<file path="src/rtl/pa_fpu_pkg.sv">
`default_nettype none
// ============================================================================
// Module      : pa_fpu_pkg
// Description : Shared FPU operand-format, FCLASS bit and field-width constants.
// Revision    : 1.0 - initial release
// ============================================================================
package pa_fpu_pkg;

    typedef enum logic [1:0] {
        FMT_S   = 2'b00,
        FMT_D   = 2'b01,
        FMT_H   = 2'b10,
        FMT_RSV = 2'b11
    } fpu_fmt_e;

    localparam int c_cls_w       = 10;
    localparam int c_cls_neg_inf = 0;
    localparam int c_cls_neg_nrm = 1;
    localparam int c_cls_neg_sub = 2;
    localparam int c_cls_neg_zer = 3;
    localparam int c_cls_pos_zer = 4;
    localparam int c_cls_pos_sub = 5;
    localparam int c_cls_pos_nrm = 6;
    localparam int c_cls_pos_inf = 7;
    localparam int c_cls_snan    = 8;
    localparam int c_cls_qnan    = 9;

    localparam int c_h_exp_w  = 5;
    localparam int c_h_frac_w = 10;
    localparam int c_s_exp_w  = 8;
    localparam int c_s_frac_w = 23;
    localparam int c_d_exp_w  = 11;
    localparam int c_d_frac_w = 52;

endpackage
`default_nettype wire

</file>
<file path="src/rtl/pa_fpu_src_class1.sv">
`default_nettype none
// ============================================================================
// Module      : pa_fpu_src_class1
// Description : Combinational FCLASS decoder for one operand (H/S/D, NaN-boxing).
// Revision    : 1.0 - initial release
// ============================================================================
module pa_fpu_src_class1
    import pa_fpu_pkg::*;
#(
    parameter int FLEN = 64
) (
    input  logic [1:0]         i_fmt,
    input  logic [FLEN-1:0]    i_src,
    output logic [c_cls_w-1:0] o_class
);

    // Bits above FLEN read as ones, so a 32-bit FPU always sees single as boxed.
    logic [63:0] w_src;
    logic        w_fmt_h;
    logic        w_fmt_d;
    logic        w_sign;
    logic        w_exp_ones;
    logic        w_exp_zero;
    logic        w_frac_zero;
    logic        w_frac_msb;
    logic        w_boxed;

    assign w_src   = ~64'(~i_src);
    assign w_fmt_h = (i_fmt == FMT_H);
    assign w_fmt_d = (i_fmt == FMT_D) && (FLEN == 64);

    always_comb begin
        w_sign      = 1'b0;
        w_exp_ones  = 1'b0;
        w_exp_zero  = 1'b0;
        w_frac_zero = 1'b0;
        w_frac_msb  = 1'b0;
        w_boxed     = 1'b1;
        if (w_fmt_h) begin
            w_sign      = w_src[c_h_exp_w + c_h_frac_w];
            w_exp_ones  = &w_src[c_h_frac_w +: c_h_exp_w];
            w_exp_zero  = ~|w_src[c_h_frac_w +: c_h_exp_w];
            w_frac_zero = ~|w_src[c_h_frac_w-1:0];
            w_frac_msb  = w_src[c_h_frac_w-1];
            w_boxed     = &w_src[63:16];
        end else if (w_fmt_d) begin
            w_sign      = w_src[c_d_exp_w + c_d_frac_w];
            w_exp_ones  = &w_src[c_d_frac_w +: c_d_exp_w];
            w_exp_zero  = ~|w_src[c_d_frac_w +: c_d_exp_w];
            w_frac_zero = ~|w_src[c_d_frac_w-1:0];
            w_frac_msb  = w_src[c_d_frac_w-1];
        end else begin
            w_sign      = w_src[c_s_exp_w + c_s_frac_w];
            w_exp_ones  = &w_src[c_s_frac_w +: c_s_exp_w];
            w_exp_zero  = ~|w_src[c_s_frac_w +: c_s_exp_w];
            w_frac_zero = ~|w_src[c_s_frac_w-1:0];
            w_frac_msb  = w_src[c_s_frac_w-1];
            w_boxed     = &w_src[63:32];
        end
    end

    always_comb begin
        o_class = '0;
        if (!w_boxed) begin
            o_class[c_cls_qnan] = 1'b1;
        end else if (w_exp_ones) begin
            if (w_frac_zero) begin
                if (w_sign) o_class[c_cls_neg_inf] = 1'b1;
                else        o_class[c_cls_pos_inf] = 1'b1;
            end else if (w_frac_msb) begin
                o_class[c_cls_qnan] = 1'b1;
            end else begin
                o_class[c_cls_snan] = 1'b1;
            end
        end else if (w_exp_zero) begin
            if (w_frac_zero) begin
                if (w_sign) o_class[c_cls_neg_zer] = 1'b1;
                else        o_class[c_cls_pos_zer] = 1'b1;
            end else begin
                if (w_sign) o_class[c_cls_neg_sub] = 1'b1;
                else        o_class[c_cls_pos_sub] = 1'b1;
            end
        end else begin
            if (w_sign) o_class[c_cls_neg_nrm] = 1'b1;
            else        o_class[c_cls_pos_nrm] = 1'b1;
        end
    end

endmodule
`default_nettype wire

</file>
<file path="src/rtl/pa_fpu_src_classify_pipe.sv">
`default_nettype none
// ============================================================================
// Module      : pa_fpu_src_classify_pipe
// Description : NUM_SRC operand classifier behind a 2-entry valid/ready skid buffer.
// Revision    : 1.0 - initial release
// ============================================================================
module pa_fpu_src_classify_pipe
    import pa_fpu_pkg::*;
#(
    parameter int FLEN    = 64,
    parameter int NUM_SRC = 3
) (
    input  logic                       forever_cpuclk,
    input  logic                       cpurst,
    input  logic                       flush,
    input  logic                       in_vld,
    output logic                       in_rdy,
    input  logic [1:0]                 in_fmt,
    input  logic [NUM_SRC*FLEN-1:0]    in_src,
    input  logic [3:0]                 in_tag,
    output logic                       out_vld,
    input  logic                       out_rdy,
    output logic [NUM_SRC*c_cls_w-1:0] out_class,
    output logic                       out_any_snan,
    output logic                       out_any_nan,
    output logic                       out_fmt_err,
    output logic [3:0]                 out_tag
);

    localparam int c_pw = NUM_SRC*c_cls_w + 7;

    logic [NUM_SRC*c_cls_w-1:0] w_class;
    logic                       w_any_snan;
    logic                       w_any_nan;
    logic                       w_fmt_err;
    logic [c_pw-1:0]            w_pay;
    logic [c_pw-1:0]            w_head_pay;
    logic                       w_push;
    logic                       w_pop;
    logic                       w_wr_sel;
    logic [1:0]                 w_count_nxt;

    logic [c_pw-1:0]            r_buf0;
    logic [c_pw-1:0]            r_buf1;
    logic                       r_head;
    logic [1:0]                 r_count;
    logic                       r_in_rdy;

    for (genvar k = 0; k < NUM_SRC; k++) begin : g_src
        pa_fpu_src_class1 #(
            .FLEN (FLEN)
        ) u_class1 (
            .i_fmt   (in_fmt),
            .i_src   (in_src[k*FLEN +: FLEN]),
            .o_class (w_class[k*c_cls_w +: c_cls_w])
        );
    end

    always_comb begin
        w_any_snan = 1'b0;
        w_any_nan  = 1'b0;
        for (int k = 0; k < NUM_SRC; k++) begin
            w_any_snan = w_any_snan | w_class[k*c_cls_w + c_cls_snan];
            w_any_nan  = w_any_nan  | w_class[k*c_cls_w + c_cls_snan]
                                    | w_class[k*c_cls_w + c_cls_qnan];
        end
    end

    assign w_fmt_err = (in_fmt == FMT_RSV) || ((in_fmt == FMT_D) && (FLEN == 32));
    assign w_pay     = {w_class, w_any_snan, w_any_nan, w_fmt_err, in_tag};

    assign w_push = in_vld && r_in_rdy;
    assign w_pop  = (r_count != 2'd0) && out_rdy;
    // Tail slot: the head when empty, the other slot when one entry is held.
    assign w_wr_sel = r_head ^ r_count[0];

    always_comb begin
        w_count_nxt = r_count;
        case ({w_push, w_pop})
            2'b10:   w_count_nxt = r_count + 2'd1;
            2'b01:   w_count_nxt = r_count - 2'd1;
            default: w_count_nxt = r_count;
        endcase
    end

    always_ff @(posedge forever_cpuclk) begin
        if (cpurst) begin
            r_buf0   <= '0;
            r_buf1   <= '0;
            r_head   <= 1'b0;
            r_count  <= 2'd0;
            r_in_rdy <= 1'b1;
        end else if (flush) begin
            r_head   <= 1'b0;
            r_count  <= 2'd0;
            r_in_rdy <= 1'b1;
        end else begin
            if (w_push && !w_wr_sel) r_buf0 <= w_pay;
            if (w_push &&  w_wr_sel) r_buf1 <= w_pay;
            if (w_pop)               r_head <= ~r_head;
            r_count  <= w_count_nxt;
            r_in_rdy <= (w_count_nxt < 2'd2);
        end
    end

    assign w_head_pay = r_head ? r_buf1 : r_buf0;
    assign in_rdy     = r_in_rdy;
    assign out_vld    = (r_count != 2'd0);
    assign {out_class, out_any_snan, out_any_nan, out_fmt_err, out_tag} = w_head_pay;

endmodule
`default_nettype wire
</file>
<file path="config.mk">
export PLATFORM = sky130hd
export DESIGN_NAME = pa_fpu_src_classify_pipe
export DESIGN_NICKNAME = d
export VERILOG_FILES = /design/src/rtl/pa_fpu_pkg.sv /design/src/rtl/pa_fpu_src_class1.sv /design/src/rtl/pa_fpu_src_classify_pipe.sv
export SDC_FILE = /design/constraint.sdc
export NUM_CORES = 1
export LEC_CHECK = 0
export ABC_CLOCK_PERIOD_IN_PS = 2600
export CORE_ASPECT_RATIO = 1.25
export CORE_MARGIN = 3
export CORE_UTILIZATION = 41
export CTS_BUF_LIST = sky130_fd_sc_hd__clkbuf_8 sky130_fd_sc_hd__clkbuf_16
export CTS_CLUSTER_SIZE = 10
export DETAILED_ROUTE_END_ITERATION = 7
export PLACE_DENSITY_LB_ADDON = 0.25
export SYNTH_ARGS = -nofsm -noshare
export SYNTH_HDL_FRONTEND = slang
export SYNTH_SLANG_ARGS = --single-unit
</file>
<file path="constraint.sdc">
create_clock -name forever_cpuclk -period 2.6 [get_ports forever_cpuclk]
set_input_delay 0.26 -clock forever_cpuclk [delete_from_list [all_inputs] [get_ports forever_cpuclk]]
set_output_delay 0.26 -clock forever_cpuclk [all_outputs]
set_load 0.05 [all_outputs]
</file>
==> results.txt <==
The internal power component is 2410 uW. In this run the tightest slew margin relative to its limit is 0.561. The fraction of power spent switching nets is 0.251.

The post-detailed-placement half-perimeter wirelength is 14700 microns. The average vias per placed instance came out at 5.78. The combined area of all synthesized cells is 4820 sq um.

The slowest cell on the critical path is clkdlybuf4s50_1. The register-to-register setup slack came out at between 0.6 and 0.7 ns. The number of distinct standard cells referenced by the synthesized netlist came out at 52. The die is 127 microns tall. The worst voltage drop across the vdd grid came out at 0.000347 V. The worst reg2reg path depth is 7.

The global-route met2 utilization is 0.504. The transition time at the pin with the least slew margin came out at 0.658 ns. Of the total power, combinational logic draws 0.231. The post-route antenna net violation count is 0. The power spent charging and discharging nets is 807 uW.

Entering global routing, the biggest net connects 50 pins. The via count of the first global-routing pass came out at a little over 6000. The repair_antennas step left the layout with diodes totalling 0. After floorplanning, the core was sized to cover 11300 sq um. After detailed placement, the total cell area comes to 7580 sq um. The fraction of power consumed by sequential logic is 0.381. Data on the critical path arrives at its endpoint at 2.59 ns.

The share of flip-flops with an asynchronous set or reset after synthesis is 0. The global-route met1 utilization is 0.316. OpenSTA, run right after detailed placement, puts the worst setup slack at -0.0590 ns. The number of rows created at floorplan came out at 43. The detailed router finished its first iteration with 471 violations.

Final hold analysis gives a worst-case slack of 0.418 ns. The number of antenna violations at the first check in global routing came out at 0. The root buffer selected by CTS is clkbuf_16. The die outline area is between 10000 and 15000 sq um. The weighted congestion reported at the end of routability-driven placement came out at 0.918. STA classifies the critical path startpoint as a primary input. The clock share of power came out at 0.388. The leakage power came out at 0.00271 uW. Of the cells placed in the final design, the portion with a size suffix greater than 1 is 0.134.

The share of synthesized area occupied by flip-flops and latches is 0.324. The busiest layer in global routing is met2. The total grt overflow came out at 0. Once layout is complete, the cells apart from fillers number between 1000 and 1500.

The sum of negative setup slack is 0 ns. The final critical delay including setup and external delays came out at 2.34 ns. The number of hold violations in the final report came to 0. Traced cell by cell, the critical path runs through clkdlybuf4s50_1, nand2b_1, nor3_1, o211ai_1, a211oi_1, nor3b_2, nand2_1, a21oi_1. In the final design database the tool counted 1097 nets. The met3 usage is 0.0513. The average cell area after synthesis is approximately 7.5 sq um. The insertion delay to the later sink of the worst-skew pair is 0.33 ns. Power spread over the standard cell area amounts to slightly above 400 nW/um^2. The data required time at the worst endpoint came out at 2.85 ns. The min-delay analysis places its worst path in the category primary input to flop. The max-slew violation count came to 0. By startpoint and endpoint, the worst setup path is classified as primary input to flop.

The part of the cycle the worst path needs is 0.899. The instance count after placement with tap cells included is 1017. The area added between synthesis and finish came out at 63.7%. STA classifies the critical path endpoint as a flop. The cell family contributing the most delay on the critical path is simple AND/OR/NAND/NOR gates. The number of clock buffers inserted by TritonCTS is 9. The startpoint of the worst setup timing path is in_fmt[1]. The detailed-route wire length per cell came out at 17.6 microns. The final non-filler cell area is 7890 sq um. The count of unresolved DRC violations after routing is 0. The highest clock frequency the design can meet came out at 428 MHz.

Synthesis inferred 78 register bits. The instance count on the critical path came out at 8. TritonCTS built the clock tree. The worst hold path startpoint is cpurst. Of all cell types, the one taking the most synthesized area is dfxtp_1.

The post-synthesis net count came out at 843. Counting both buffers and inverters, the worst setup path holds a total of 1. Clock tree synthesis found a total of 78 sinks. The critical path's largest stage delay is 0.58 ns. The clock edge transition at the registers on the reported setup and hold paths came out at 0.06 ns. The most used flip-flop cell after synthesis is dfxtp_1. The via count of the routed design came out at 5974. The worst path meets setup with 0.264 ns of slack. The first detailed-routing pass took 6 iterations. The buffer levels on the longest clock path is 2. The synthesized design contains 0 enable-type register cells. The number of H-tree levels is 3. Port buffering added 241 buffers. By area the synthesized netlist is led by dfxtp_1 32%, mux2_2 9.3%, nand2_1 8.6%. Counting instances, the worst hold path has a depth of 2. The startpoint identified for the worst register-to-register timing path is r_count[0]$_SDFFE_PP0N_. The effective utilization at floorplan is 0.427. Across every metal layer, demand over resource in global routing totals 0.275. ~240 I/O pins were placed. The run finished with clean final reports. The routed design has 18200 microns of wire. The overall die width came out at 103 microns. The global-route wire length before repair is 28900 microns. The final setup skew came out at between 0.004 and 0.005 ns.

The warning count from the yosys run came out at 0. The peak fanout along the critical path is 9. Of the post-synthesis cell area, the dominant cell type holds 0.324. The total of max-cap violations is 0. The final setup violation count came out at 0. Setup repair after global routing left no endpoint under its margin. The post-synthesis instance total is 639.
state kept, by name, summed over array words and instances (netlist names):
register	count
r_head	1
r_buf1	37
r_count	2
r_buf0	37
in_rdy	1
worst paths after layout:
check                                                to
worst max register to register        in_rdy$_SDFF_PP1_
worst min register to register  r_buf1[14]$_SDFFE_PP0P_
worst max-delay path            r_buf0[34]$_SDFFE_PP0P_
worst min-delay path            r_buf1[33]$_SDFFE_PP0P_
through the flow:
stage           util  total power, uW
2_1_floorplan      -             1520
3_3_place_gp   0.671             1970
3_5_place_dp   0.671             1990
4_1_cts        0.698             3220
5_1_grt        0.698             3320
6_report       0.698             3220
cells in the final DEF (no fill, tap or decap), types with 4 or more instances in the layout:
| cell type | instances |
|---|---|
| a21oi_1 | 64 |
| xnor2_1 | 4 |
| nor3_2 | 4 |
| nand4_1 | 43 |
| nor4_1 | 40 |
| a211oi_1 | 11 |
| o21a_1 | 6 |
| nand2_1 | 111 |
| nor2_1 | 46 |
| o21ai_0 | 11 |
| mux2i_1 | 6 |
| dfxtp_1 | 77 |
| clkdlybuf4s50_1 | 230 |
| a31oi_1 | 6 |
| a22oi_1 | 6 |
| nor2b_1 | 7 |
| buf_4 | 42 |
| clkbuf_16 | 9 |
| nor3_1 | 24 |
| mux2_2 | 40 |
| nand3_1 | 41 |
| inv_1 | 5 |
| and2_1 | 7 |
| buf_12 | 5 |
| nand3b_1 | 4 |
power by group through the flow:
stage,Clock (uW),Combinational [uW],Sequential (uW)
3_3_place_gp,0,720,1250
5_1_grt,1300,792,1230
4_1_cts,1250,738,1230
2_1_floorplan,0,269,1250
3_5_place_dp,0,734,1250
6_report,1250,743,1230
layer usage:
layer | up-vias | wire, microns
li1 | 2888 | -
met1 | 2765 | 6790
met2 | 283 | 9900
met3 | 38 | 1140
met4 | 0 | 397
met5 | - | 0
Yosys cell counts, types with 3 or more instances:
cell type,instances
mux2_2,40
a21oi_1,64
a211oi_1,11
nor3b_1,3
inv_1,4
nand3b_1,4
buf_2,6
nand4_1,43
o21a_1,6
and2_1,7
mux2i_1,6
xnor2_1,4
nand3_1,41
o31a_1,3
a31oi_1,6
nor2b_1,7
nand2b_1,3
or4_1,3
nor3_1,26
o21ai_0,11
buf_1,4
a22oi_1,6
o211ai_1,3
clkbuf_1,25
nor2_1,46
nand2_1,111
xor2_1,3
dfxtp_1,78
nor4_1,40
logic make-up (layout without fill, tap and decap cells):
kind of cell    after synthesis  after routing  share of synthesized area
simple gates                347            347                      0.363
flops                        78             78                      0.324
xor+xnor                      7              7                     0.0127
compound gates              119            119                      0.157
fa+ha+maj                     2              2                    0.00467
mux                          46             46                      0.106
buf+inv                      40            299                     0.0327
layout make-up:
type                    instances  area (sq um)
repair buffers                278          2720
clock inverters                 5          48.8
multi-input cells             521          3120
well taps                     135           169
inverters                       5          18.8
fillers                       902          3410
clock buffers                  11           253
flip-flops and latches         78          1560
repair_timing:
item                       in CTS  in global routing
hold buffers                    0                  0
gates resized for setup         0                  1
setup endpoints to repair       0                  1
buffers inserted                0                  0
hold endpoints to repair        0                  0
No activity file was read; power rests on OpenSTA's default activity.
